<file path="config.mk">
export PLATFORM = sky130hd
export DESIGN_NAME = user_slv_design
export DESIGN_NICKNAME = d
export VERILOG_FILES = /design/src/rtl/user_slv_pkg.sv /design/src/rtl/user_slv_timer.sv /design/src/rtl/user_slv_design.sv
export SDC_FILE = /design/constraint.sdc
export NUM_CORES = 1
export LEC_CHECK = 0
export ABC_AREA = 1
export BUFFER_PORTS_ARGS = -buffer_cell sky130_fd_sc_hd__buf_2
export CAP_MARGIN = 20
export CORE_MARGIN = 3
export CORE_UTILIZATION = 55
export CTS_CLUSTER_SIZE = 12
export DETAILED_ROUTE_END_ITERATION = 8
export GPL_ROUTABILITY_DRIVEN = 0
export HOLD_SLACK_MARGIN = 0.05
export PLACE_DENSITY = 0.72
export SYNTH_ARGS = -nofsm -noshare
export SYNTH_HDL_FRONTEND = slang
export SYNTH_SLANG_ARGS = --single-unit
export TNS_END_PERCENT = 50
</file>
<file path="constraint.sdc">
create_clock -name clk_i -period 3 [get_ports clk_i]
set_input_delay 0.6 -clock clk_i [delete_from_list [all_inputs] [get_ports clk_i]]
set_output_delay 0.6 -clock clk_i [all_outputs]
set_load 0.02 [all_outputs]
</file>
<file path="src/rtl/user_slv_pkg.sv">
// Shared definitions for the user-slot bus responder: register word offsets,
// CTRL bit positions, bus FSM states and a byte-lane merge helper.
package user_slv_pkg;

  localparam logic [31:0] USLV_ID = 32'h5553_4C56;

  // Word offsets, i.e. mem_addr_i[7:2]
  localparam logic [5:0] OFF_ID   = 6'h00;
  localparam logic [5:0] OFF_CTRL = 6'h01;
  localparam logic [5:0] OFF_STAT = 6'h02;
  localparam logic [5:0] OFF_CMP  = 6'h03;
  localparam logic [5:0] OFF_CNT  = 6'h04;
  localparam logic [5:0] OFF_SCR  = 6'h05;

  localparam int CTRL_EN  = 0;
  localparam int CTRL_IE  = 1;
  localparam int CTRL_AR  = 2;
  localparam int CTRL_CLR = 3;

  localparam int RAM_WORDS = 16;

  typedef enum logic [1:0] {
    ST_IDLE,
    ST_WAIT,
    ST_RESP
  } bus_state_e;

  function automatic logic [31:0] byte_merge(input logic [31:0] old_val,
                                             input logic [31:0] wdata,
                                             input logic [3:0]  wstrb);
    logic [31:0] res;
    res = old_val;
    for (int i = 0; i < 4; i++) begin
      if (wstrb[i]) res[i*8 +: 8] = wdata[i*8 +: 8];
    end
    return res;
  endfunction

endpackage

</file>
<file path="src/rtl/user_slv_timer.sv">
// Free-running compare timer: CNT counts while enabled, EXP latches on a
// CNT==CMP match, and the match either reloads CNT or tells the owner to stop.
module user_slv_timer
  import user_slv_pkg::*;
(
  input  logic        clk_i,
  input  logic        rst_i,
  input  logic        en_i,
  input  logic        ar_i,
  input  logic        clr_i,
  input  logic        cmp_we_i,
  input  logic [3:0]  wstrb_i,
  input  logic [31:0] wdata_i,
  input  logic        exp_clr_i,
  output logic [31:0] cnt_o,
  output logic [31:0] cmp_o,
  output logic        exp_o,
  output logic        expire_o
);

  logic [31:0] cnt_q, cnt_d;
  logic [31:0] cmp_q, cmp_d;
  logic        exp_q, exp_d;
  logic        hit;

  assign hit = en_i && (cnt_q == cmp_q);

  always_comb begin
    cnt_d = cnt_q;
    if (clr_i) begin
      cnt_d = '0;
    end else if (hit) begin
      cnt_d = ar_i ? 32'd0 : cnt_q;
    end else if (en_i) begin
      cnt_d = cnt_q + 32'd1;
    end
    cmp_d = cmp_we_i ? byte_merge(cmp_q, wdata_i, wstrb_i) : cmp_q;
    // A hardware expiry beats a same-cycle write-1-to-clear
    exp_d = hit ? 1'b1 : (exp_clr_i ? 1'b0 : exp_q);
  end

  always_ff @(posedge clk_i) begin
    if (rst_i) begin
      cnt_q <= '0;
      cmp_q <= 32'hFFFF_FFFF;
      exp_q <= 1'b0;
    end else begin
      cnt_q <= cnt_d;
      cmp_q <= cmp_d;
      exp_q <= exp_d;
    end
  end

  assign cnt_o    = cnt_q;
  assign cmp_o    = cmp_q;
  assign exp_o    = exp_q;
  assign expire_o = hit;

endmodule

</file>
<file path="src/rtl/user_slv_design.sv">
// User-slot native-bus responder: ID, CTRL/STAT, compare timer, SCR and a
// 16-word byte-writable scratch RAM behind a wait-state bus FSM.
module user_slv_design
  import user_slv_pkg::*;
#(
  parameter int          WAIT_CYCLES = 1,
  parameter logic [31:0] ID_VALUE    = USLV_ID
) (
  input  logic        clk_i,
  input  logic        rst_i,
  input  logic        mem_valid_i,
  input  logic [31:0] mem_addr_i,
  input  logic [31:0] mem_wdata_i,
  input  logic [3:0]  mem_wstrb_i,
  output logic [31:0] mem_rdata_o,
  output logic        mem_ready_o,
  output logic        irq_o
);

  localparam logic [3:0] WAIT_LOAD = (WAIT_CYCLES > 0) ? 4'(WAIT_CYCLES - 1) : 4'd0;

  bus_state_e  state_q;
  logic [3:0]  wcnt_q;
  logic        ready_q;
  logic [31:0] rdata_q;

  logic [2:0]  ctrl_q, ctrl_d;
  logic [31:0] scr_q, scr_d;
  logic        irq_q;

  logic [5:0]  word_sel;
  logic        ram_hit;
  logic [3:0]  ram_idx;
  logic        commit;
  logic        ctrl_wr;
  logic        timer_clr;
  logic        exp_clr;
  logic        cmp_we;
  logic [31:0] ram_rdata;
  logic [31:0] rd_mux;

  logic [31:0] cnt_val, cmp_val;
  logic        exp_val, expire;

  logic        unused_addr;
  assign unused_addr = ^{mem_addr_i[31:8], mem_addr_i[1:0]};

  assign word_sel  = mem_addr_i[7:2];
  assign ram_hit   = (word_sel[5:4] == 2'b01);
  assign ram_idx   = word_sel[3:0];
  assign commit    = (state_q == ST_RESP) && (mem_wstrb_i != 4'b0000);
  assign ctrl_wr   = commit && !ram_hit && (word_sel == OFF_CTRL) && mem_wstrb_i[0];
  assign timer_clr = ctrl_wr && mem_wdata_i[CTRL_CLR];
  assign exp_clr   = commit && (word_sel == OFF_STAT) && mem_wstrb_i[0] && mem_wdata_i[0];
  assign cmp_we    = commit && (word_sel == OFF_CMP);

  user_slv_timer u_timer (
    .clk_i     (clk_i),
    .rst_i     (rst_i),
    .en_i      (ctrl_q[CTRL_EN]),
    .ar_i      (ctrl_q[CTRL_AR]),
    .clr_i     (timer_clr),
    .cmp_we_i  (cmp_we),
    .wstrb_i   (mem_wstrb_i),
    .wdata_i   (mem_wdata_i),
    .exp_clr_i (exp_clr),
    .cnt_o     (cnt_val),
    .cmp_o     (cmp_val),
    .exp_o     (exp_val),
    .expire_o  (expire)
  );

  // Bus FSM; ready and read data are registered on the edge entering RESP
  always_ff @(posedge clk_i) begin
    if (rst_i) begin
      state_q <= ST_IDLE;
      wcnt_q  <= '0;
      ready_q <= 1'b0;
      rdata_q <= '0;
    end else begin
      ready_q <= 1'b0;
      case (state_q)
        ST_IDLE: begin
          if (mem_valid_i) begin
            if (WAIT_CYCLES == 0) begin
              state_q <= ST_RESP;
              ready_q <= 1'b1;
              rdata_q <= rd_mux;
            end else begin
              state_q <= ST_WAIT;
              wcnt_q  <= WAIT_LOAD;
            end
          end
        end
        ST_WAIT: begin
          if (!mem_valid_i) begin
            state_q <= ST_IDLE;
          end else if (wcnt_q == 4'd0) begin
            state_q <= ST_RESP;
            ready_q <= 1'b1;
            rdata_q <= rd_mux;
          end else begin
            wcnt_q <= wcnt_q - 4'd1;
          end
        end
        ST_RESP: state_q <= ST_IDLE;
        default: state_q <= ST_IDLE;
      endcase
    end
  end

  always_comb begin
    rd_mux = '0;
    if (ram_hit) begin
      rd_mux = ram_rdata;
    end else begin
      case (word_sel)
        OFF_ID:   rd_mux = ID_VALUE;
        OFF_CTRL: rd_mux = {29'd0, ctrl_q};
        OFF_STAT: rd_mux = {31'd0, exp_val};
        OFF_CMP:  rd_mux = cmp_val;
        OFF_CNT:  rd_mux = cnt_val;
        OFF_SCR:  rd_mux = scr_q;
        default:  rd_mux = '0;
      endcase
    end
  end

  always_comb begin
    ctrl_d = ctrl_q;
    if (expire && !ctrl_q[CTRL_AR]) ctrl_d[CTRL_EN] = 1'b0;
    // Bus write lands after the hardware stop so software always wins
    if (ctrl_wr) ctrl_d = mem_wdata_i[2:0];
    scr_d = scr_q;
    if (commit && !ram_hit && (word_sel == OFF_SCR)) begin
      scr_d = byte_merge(scr_q, mem_wdata_i, mem_wstrb_i);
    end
  end

  always_ff @(posedge clk_i) begin
    if (rst_i) begin
      ctrl_q <= '0;
      scr_q  <= '0;
      irq_q  <= 1'b0;
    end else begin
      ctrl_q <= ctrl_d;
      scr_q  <= scr_d;
      irq_q  <= exp_val && ctrl_q[CTRL_IE];
    end
  end

  // One RAM per byte lane; the read is captured by rdata_q entering RESP
  for (genvar gi = 0; gi < 4; gi++) begin : g_lane
    logic [7:0] mem_q [RAM_WORDS];

    always_ff @(posedge clk_i) begin
      if (commit && ram_hit && mem_wstrb_i[gi]) begin
        mem_q[ram_idx] <= mem_wdata_i[gi*8 +: 8];
      end
    end

    assign ram_rdata[gi*8 +: 8] = mem_q[ram_idx];
  end

  assign mem_rdata_o = rdata_q;
  assign mem_ready_o = ready_q;
  assign irq_o       = irq_q;

endmodule

</file>
==> impl_metrics.env <==
export IMPL_status="finished clean"
export IMPL_detailroute_via_count=19000
export IMPL_slew_headroom_pct=49.70
export IMPL_finalHoldViolCount=0
export IMPL_ir_drop_mv=0.4875
export IMPL_swShare_pct=21.89
export IMPL_cts_root_buf="clkbuf_16"
export IMPL_drt_pass1_iterations=6
export IMPL_worstSkewPairLatency_ns=0.61
export IMPL_path_class="reg2reg"
export IMPL_final_antenna_net_count=0
export IMPL_area_delta_synth_final_pct=13.34
export IMPL_critPathMaxFanout=27
export IMPL_ys_seq_area_share_pct=68.47
export IMPL_reg2reg_from="u_timer.cnt_o[3]$_SDFFE_PP0P_"
export IMPL_synth_top_family_by_area="simple AND/OR/NAND/NOR gates"
export IMPL_p_per_area_nw_per_um2=619.2
export IMPL_max_freq_mhz=414.6
export IMPL_antenna_cells=0
export IMPL_maxCapViolCount=0
export IMPL_io_buffers=78
export IMPL_drt_initial_drc_count=2381
export IMPL_cp_common_cell="nand2_1"
export IMPL_grt_pass1_vias=18100
export IMPL_synthMuxAreaShare_pct=0
export IMPL_syn_avg_cell_area_um2=11.39
export IMPL_p_comb_share_pct=5.0
export IMPL_layout_drive_gt1_share_pct=12.68
export IMPL_fillerInstances=3566
export IMPL_final_area_um2=30090
export IMPL_slowest_delay_ns=0.37
export IMPL_synthCells=2330
export IMPL_wl_per_cell_um=22.48
export IMPL_synth_compound_area_share_pct=12.01
export IMPL_grt_max_degree=68
export IMPL_start_util_pct=56.31
export IMPL_synth_cell_types=40
export IMPL_routed_via_density=6.085
export IMPL_cp_top_family="simple AND/OR/NAND/NOR gates"
export IMPL_path_clk_slew_ns=0.06
export IMPL_synth_xor_xnor_area_share_pct=1.018
export IMPL_fin_crit_ns=2.412
export IMPL_reg2regPathDepth=11
export IMPL_skew_ns=0.02381
export IMPL_grt_usage_pct=27.61
export IMPL_crit_cells=11
export IMPL_grt_pass1_wl_mm=106.6
export IMPL_ctsLongestPathBuffers=3
export IMPL_grt_overflow=0
export IMPL_die_w_um=225.7
export IMPL_slew_violations=0
export IMPL_synth_seq_cells=652
export IMPL_hp_class="in2reg"
export IMPL_worst_slew_pin_slew_ns=0.7537
export IMPL_yosys_area_share_simple_pct=14.32
export IMPL_cp_start_kind="flop"
export IMPL_arrival_ns=2.95
export IMPL_rows=79
export IMPL_leakagePower_nw=10.89
export IMPL_chipHeight_um=225.7
export IMPL_path_cells="inv_1 -> nand2_1 -> nand2_1 -> nand2_1 -> nor2_1 -> nand2_1 -> nor2_4 -> nand3_4 -> nand2_2 -> nand2_1 -> a21oi_1"
export IMPL_crit_start="u_timer.cnt_o[3]$_SDFFE_PP0P_"
export IMPL_numCtsBuffers=68
export IMPL_rsz0062_at_grt="no"
export IMPL_ios=105
export IMPL_cp_endpoint="u_timer.cnt_o[12]$_SDFFE_PP0P_"
export IMPL_postCtsHoldBufs=0
export IMPL_cts_sinks=652
export IMPL_routed_wl_mm=70.20
export IMPL_finalCritPeriodShare_pct=80.40
export IMPL_nNetsFinal=2537
export IMPL_cp_data_required_time_ns=3.54
export IMPL_antenna_found_initial=1
export IMPL_syn_area_um2=26550
export IMPL_cp_slowest_cell="nand2_2"
export IMPL_p_seq_share_pct=52.5
export IMPL_synth_adder_area_share_pct=0.1414
export IMPL_internal_power_mw=14.55
export IMPL_drc_errors=0
export IMPL_r2r_end="u_timer.cnt_o[12]$_SDFFE_PP0P_"
export IMPL_die_area_um2=50940
export IMPL_ctsHtreeMaxLevel=3
export IMPL_place_area_um2=28030
export IMPL_min_from="rst_i"
export IMPL_worstSetupEndpointType="flop"
export IMPL_yosys_warnings=0
export IMPL_p_clk_share_pct=42.5
export IMPL_cts_tree="done"
export IMPL_synth_nets=2404
export IMPL_hold_ws_ns=0.3471
export IMPL_reg2reg_setup_slack_ns=0.59
export IMPL_p_sw_mw=4.078
export IMPL_core_um2=47150
export IMPL_cp_num_buf_inv=1
export IMPL_setup_viol=0
export IMPL_final_core_utilization_pct=63.82
export IMPL_finalSetupTns_ns=0
export IMPL_dp_hpwl_mm=45.96
export IMPL_cts_setup_buffers=0
export IMPL_post_cts_resized=0
[flip-flops by register name, summed over array words and instances, names as in the netlist, 2 cells and up]
name	count
g_lane.mem_q	512
mem_rdata_o	32
scr_q	32
u_timer.cmp_o	32
u_timer.cnt_o	32
wcnt_q	4
ctrl_q	3
state_q	2
[cell families (layout without fill, tap and decap cells)]
group / after synthesis / in the layout
AO/OA/AOI/OAI: 479 / 479
adder cells (fa/ha/maj): 3 / 3
AND/OR/NAND/NOR: 916 / 916
flip-flops: 652 / 652
buffers and inverters: 250 / 435
XOR/XNOR: 30 / 30
[power by group through the flow]
stage          Combinational [mW]  Clock [mW]  Sequential (mW)
2_1_floorplan               0.453           0             10.0
6_report                    0.926        7.92             9.79
3_5_place_dp                0.914           0             9.98
3_3_place_gp                0.893           0             9.98
4_1_cts                     0.921        8.01             9.79
5_1_grt                      1.00        8.35             9.78
[worst min path at each step]
stage                     cells after the start  slack (ns)                 endpoint
after floorplan                               2        0.43         irq_o$_SDFF_PP0_
after global placement                        2        0.45   scr_q[27]$_SDFFE_PP0P_
after detailed placement                      2        0.45   scr_q[27]$_SDFFE_PP0P_
after CTS                                     2        0.31  state_q[1]$_SDFFE_PP0P_
after global routing                          2        0.33  state_q[1]$_SDFFE_PP0P_
final                                         2        0.35  state_q[1]$_SDFFE_PP0P_
[per-stage QoR]
stage	total power, mW	std cells	worst slack (ns)
after floorplan	10.45	2330	0.7152
after global placement	10.87	3000	0.3430
after detailed placement	10.89	3000	0.2572
after CTS	18.72	3122	0.6369
after global routing	19.14	3122	0.4294
final	18.63	3122	0.5881
[layer usage]
metal | wire length [um] | GRT usage [%] | vias up
met5 | 13 | 0 | -
met4 | 2515 | 9.799 | 2
met3 | 6350 | 5.304 | 184
met2 | 33140 | 43.96 | 999
met1 | 28180 | 38.38 | 9195
li1 | - | - | 8618
[cell usage in the layout (no fill, tap or decap), drive strengths merged, types with 7 or more instances in the layout]
master / count
nand3: 81
nand4: 46
xor2: 8
clkinv: 10
edfxtp: 512
nor3: 12
a211oi: 22
nand2: 558
clkbuf: 108
a21oi: 65
a22oi: 256
o22ai: 7
xnor2: 22
inv: 129
o21ai: 98
buf: 187
dfxtp: 140
o211ai: 20
nor2: 217
[layout make-up]
type                       count  area [um2]  area share [%]
inverter                     126       475.5           1.580
clock buffer                 108        1948           6.474
multi-input combinational   1428        7330           24.36
sequential                   652       18180           60.41
clock inverter                14       116.4          0.3867
tap                          607       759.5           2.524
timing repair buffer         187        1284           4.266
[synth_stat cells]
library cell | number | area [um2]
a211oi_1 | 22 | 165.2
a21oi_1 | 65 | 325.3
a22oi_1 | 256 | 1922
and2_1 | 1 | 6.260
and3_1 | 1 | 6.260
buf_1 | 7 | 26.28
buf_2 | 57 | 285.3
buf_4 | 3 | 22.52
buf_6 | 7 | 78.83
clkbuf_1 | 50 | 187.7
clkinv_1 | 1 | 3.750
dfxtp_1 | 140 | 2803
edfxtp_1 | 512 | 15370
ha_1 | 3 | 37.54
inv_1 | 111 | 416.7
inv_2 | 14 | 52.55
nand2_1 | 552 | 2072
nand2_2 | 3 | 18.77
nand2_4 | 3 | 33.78
nand3_1 | 79 | 395.4
nand3_2 | 1 | 10.01
nand3_4 | 1 | 17.52
nand4_1 | 46 | 287.8
nor2_1 | 199 | 747.0
nor2_2 | 13 | 81.33
nor2_4 | 4 | 45.04
nor2_8 | 1 | 20.02
nor3_1 | 12 | 60.06
o2111ai_1 | 2 | 17.52
o211ai_1 | 20 | 150.1
o21a_1 | 2 | 15.01
o21ai_0 | 82 | 410.4
o21ai_1 | 16 | 80.08
o21bai_1 | 1 | 7.510
o221ai_1 | 5 | 43.79
o22ai_1 | 7 | 43.79
o31ai_1 | 1 | 7.510
xnor2_1 | 21 | 183.9
xnor2_2 | 1 | 16.27
xor2_1 | 8 | 70.07
Note: power is estimated with default switching activity, not from simulation.
